--- src/rtl/coin_intake.sv ---
// Coin slot front end: synchronizes the slot sensors, debounces one-hot
// insertions, strobes the accepted value and flushes jams.
module coin_intake #(
  parameter int unsigned DEBOUNCE_CYCLES = 4
) (
  input  logic       Clk,
  input  logic       Reset,
  input  logic [2:0] CoinSense,
  output logic [2:0] Coin,
  output logic       ModeEnable,
  output logic       Jam,
  output logic [7:0] CoinCount
);

  typedef enum logic [2:0] {
    S_IDLE,
    S_DEB,
    S_ACC,
    S_REL,
    S_JAM
  } state_t;

  localparam logic [3:0] LP_LAST = 4'(DEBOUNCE_CYCLES - 1);

  logic [2:0] r_meta;
  logic [2:0] r_sync;
  state_t     r_state;
  logic [3:0] r_cnt;
  logic [2:0] r_cap;
  logic [7:0] r_count;

  state_t     w_state;
  logic [3:0] w_cnt;
  logic [2:0] w_cap;
  logic       w_onehot;

  assign w_onehot = (r_sync != 3'd0) &&
                    ((r_sync & (r_sync - 3'd1)) == 3'd0);

  always_ff @(posedge Clk) begin
    if (Reset) begin
      r_meta  <= '0;
      r_sync  <= '0;
      r_state <= S_IDLE;
      r_cnt   <= '0;
      r_cap   <= '0;
      r_count <= '0;
    end else begin
      r_meta  <= CoinSense;
      r_sync  <= r_meta;
      r_state <= w_state;
      r_cnt   <= w_cnt;
      r_cap   <= w_cap;
      if (r_state == S_ACC && r_count != 8'hFF)
        r_count <= r_count + 8'd1;
    end
  end

  always_comb begin
    w_state = r_state;
    w_cnt   = r_cnt;
    w_cap   = r_cap;
    unique case (r_state)
      S_IDLE: begin
        if (w_onehot) begin
          w_state = S_DEB;
          w_cap   = r_sync;
          w_cnt   = 4'd1;
        end else if (r_sync != 3'd0) begin
          w_state = S_JAM;
          w_cnt   = 4'd0;
        end
      end
      S_DEB: begin
        if (r_sync == r_cap) begin
          if (r_cnt == LP_LAST) begin
            w_state = S_ACC;
            w_cnt   = 4'd0;
          end else begin
            w_cnt = r_cnt + 4'd1;
          end
        end else if (r_sync == 3'd0) begin
          w_state = S_IDLE;
          w_cnt   = 4'd0;
        end else begin
          w_state = S_JAM;
          w_cnt   = 4'd0;
        end
      end
      S_ACC: begin
        w_state = S_REL;
        w_cnt   = 4'd0;
      end
      // Slot must read clear for a full window before re-arming
      S_REL, S_JAM: begin
        if (r_sync != 3'd0) begin
          w_cnt = 4'd0;
        end else if (r_cnt == LP_LAST) begin
          w_state = S_IDLE;
          w_cnt   = 4'd0;
        end else begin
          w_cnt = r_cnt + 4'd1;
        end
      end
      default: begin
        w_state = S_IDLE;
        w_cnt   = 4'd0;
      end
    endcase
  end

  always_comb begin
    Coin       = 3'd0;
    ModeEnable = 1'b0;
    Jam        = 1'b0;
    unique case (r_state)
      S_ACC: begin
        ModeEnable = 1'b1;
        unique case (1'b1)
          r_cap[2]: Coin = 3'd5;
          r_cap[1]: Coin = 3'd2;
          r_cap[0]: Coin = 3'd1;
          default:  Coin = 3'd0;
        endcase
      end
      S_JAM:   Jam = 1'b1;
      default: ;
    endcase
  end

  assign CoinCount = r_count;

endmodule

--- config.mk ---
export PLATFORM = sky130hd
export DESIGN_NAME = coin_intake
export DESIGN_NICKNAME = d
export VERILOG_FILES = /design/src/rtl/coin_intake.sv
export SDC_FILE = /design/constraint.sdc
export NUM_CORES = 1
export LEC_CHECK = 0
export ABC_AREA = 1
export CORE_ASPECT_RATIO = 1.2
export CORE_MARGIN = 1
export CORE_UTILIZATION = 53
export DETAILED_ROUTE_END_ITERATION = 8
export PLACE_DENSITY = 0.78
export SLEW_MARGIN = 20
export SYNTH_ARGS = -nofsm -noshare
export SYNTH_HDL_FRONTEND = slang
export SYNTH_SLANG_ARGS = --single-unit
export TNS_END_PERCENT = 1
--- constraint.sdc ---
create_clock -name Clk -period 1.7 [get_ports Clk]
set_input_delay 0.34 -clock Clk [delete_from_list [all_inputs] [get_ports Clk]]
set_output_delay 0.34 -clock Clk [all_outputs]
set_load 0.02 [all_outputs]
==> results.txt <==
Status: completed
Post-cts hold buffer count: 0
Mean Syn Cell Area: 6.93 um^2
Number of CTS-inserted buffers: 3
Hold Crit Class: flop to flop
Net switching power: 0.857 mW
TNS Setup: 0 ns
GRT overflow: 0
Drt pass-1 iters: 4
Worst EP arrival: 1.29 ns
Wirelength per Cell: 10.6 um
Die H: 56.2 um
Routed WL: 2610 um
Vias in the first global route: 1181
Initial antenna violation count: 0
Nets@finish: 224
Filler cell count: 214
Clock transition at the registers of the reported paths: 0.12 ns
Combinational Power Share: 49.4%
GP Congestion: 0.800
WHS Path Cells: 2
Leak Pwr: 0.799 nW
Hold Startpoint: r_meta[2]
1st-iter DRT viols: 31
Die width: 47.1 um
Hold Vio Cnt, Final: 0
Worst path cell trace: inv_2, nor3_4, inv_2, nor2_1, buf_4
Reg2reg start: CoinCount[0]
Layout overhead on the synthesized area: 23.4%
Port Buf Inserts: 17
Reg-to-reg endpoint: CoinCount[7]
ANT nets after route: 0
Max-cap violations: 0
Via Count: 1222
Power per cell area: 1260 nW/um^2
Max Fclk: 613 MHz
Final worst path period share: 96.0%
Final Skew: 0.00120 ns
Core area: 2310 um^2
Worst-Skew Late Latency: 0.32 ns
Root Buffer: clkbuf_4
Most used cell, CP: inv_2
Crit path kind: flop to output port
Unrepaired setup endpoints after global routing: no
Setup-failing EPs final: 0
Worst vdd ir: 0.951 mV
CTS Buffer Depth: 2
Syn Nets: 194
Hold slack: 0.411 ns
Post-synthesis register bit count: 24
Die ar.: 2650 um^2
Total clock sinks: 24
Non-Filler Instances: 247
Initial Util: 56.2%
CP max stage cell: dfxtp_2
Antenna fix cells: 0
Drt via density: 4.95
Pin count of the biggest net entering global routing: 14
I/O pins: 18
Setup crit end kind: output port
Worst-Margin Slew: 0.337 ns
Synth warnings: 0
Global-route wire length before repair: 4510 um
Num rows: 19
CP peak stage delay: 0.36 ns
Post-CTS Repair Setup Buffers: 0
Reg-to-reg slack, setup: 0.26 ns
CTS tree: built
Placed insts: 243
CP Launch Point: r_state[1]
DP HPWL: 2030 um
Hold Path End: r_sync[2]
Slew HR: 77.4%
H-tree depth: 1
Total GRT Usage: 23.4%
Distinct cells, synth: 27
Share of layout cells above drive strength 1: 18.1%
Seq/Total Area, Yosys: 37.1%
Sequential power share: 35.9%
Sw frac: 42.4%
Worst R2R Path Depth: 7
Clk pwr share: 14.7%
Mapped Area: 1300 um^2
Worst endpoint required time: 1.36 ns
Fin crit period: 1.63 ns
Max-slew violations: 0
Internal Pwr Total: 1.17 mW
Largest fanout on the critical path: 6
Worst setup SP type: flop
Residual DRC: 0
Register cell area after layout: 482 um^2
Post-synthesis cell count: 187
Area of the multi-input gates: 707 um^2
-- metrics by stage --
stage                     power [mW]  cell area [um^2]  worst slack, ns  utilization [%]
final                           2.02              1600           0.0676             69.3
after global routing            2.18              1600          0.00410             69.3
after CTS                       2.01              1590          -0.0189             68.9
after detailed placement        1.73              1570          -0.0442             68.0
after global placement          1.69              1570           0.0271             68.0
after floorplan                 1.41              1300           0.0587                -
-- worst max path at each step --
stage               endpoint  slack, ns
CTS                  Coin[2]      -0.02
global route         Coin[0]      0.004
floorplan            Coin[0]       0.06
detailed placement   Coin[0]      -0.04
global placement     Coin[1]       0.03
finish               Coin[1]       0.07
-- layer usage --
metal	up-vias	wire, um	global-route usage, %
met4	0	65	13.5
met3	7	83	3.25
met1	545	1100	25.3
met2	26	1360	40.7
met5	-	0	0
li1	644	-	-
-- cells in the final DEF (no fill, tap or decap), types with 5 or more instances in the layout --
cell type and count:
nand2_1 46, a21oi_1 10, nand3_1 14, nor2_1 24, inv_1 24, buf_4 12, xor2_1 5, clkdlybuf4s50_1 6
dfxtp_1 23, o21ai_0 6
-- power by group through the flow --
| stage | registers (mW) | logic (mW) | clock network (mW) |
|---|---|---|---|
| 2_1_floorplan | 0.749 | 0.660 | 0 |
| 3_3_place_gp | 0.718 | 0.975 | 0 |
| 3_5_place_dp | 0.726 | 1.00 | 0 |
| 4_1_cts | 0.713 | 0.987 | 0.305 |
| 5_1_grt | 0.735 | 1.12 | 0.333 |
| 6_report | 0.725 | 0.999 | 0.297 |
-- critical path, delay by kind of cell (launching register included) --
| family | cells | cell delay, ns |
|---|---|---|
| and+or+nand+nor | 2 | 0.31 |
| DFF | 1 | 0.36 |
| buffers and inverters | 3 | 0.30 |
-- synth_stat cells (all sizes together) --
cell type / number / share of area (%)
a21oi: 13 / 5.6
clkbuf: 1 / 0.29
clkinv: 1 / 0.29
dfxtp: 24 / 37
ha: 2 / 1.9
inv: 29 / 8.6
nand2: 50 / 15
nand3: 15 / 6.2
nand3b: 1 / 0.58
nand4: 3 / 2.6
nor2: 28 / 10
nor3: 3 / 1.9
o21ai: 7 / 2.7
o21bai: 1 / 0.58
xnor2: 4 / 2.7
xor2: 5 / 3.4
-- logic make-up (layout without fill, tap and decap cells) --
| logic type | after synthesis | in the layout | share of synthesized area (%) |
|---|---|---|---|
| xor gates and xnor gates | 9 | 9 | 6.08 |
| adders and majority gates | 2 | 2 | 1.93 |
| buffers and inverters | 31 | 60 | 9.17 |
| DFF | 24 | 24 | 37.1 |
| and+or+nand+nor | 100 | 100 | 36.9 |
| AOI/OAI and AO/OA | 21 | 21 | 8.88 |
-- flip-flops by register name, indices dropped and copies added, names as in the netlist --
signal / flops
r_state: 3
r_sync: 3
CoinCount: 8
r_meta: 3
r_cap: 3
r_cnt: 4
-- layout make-up --
type | count | area share, %
multi-input combinational | 132 | 44.2
sequential | 24 | 30.1
timing repair buffer | 26 | 13.8
inverter | 30 | 7.20
tap | 31 | 2.43
clock buffer | 4 | 2.27
-- what timing repair did --
action	CTS	global route
endpoints found under the setup margin	9	5
pin swaps	0	1
gates resized for setup	19	10
No activity file was read; power rests on OpenSTA's default activity.
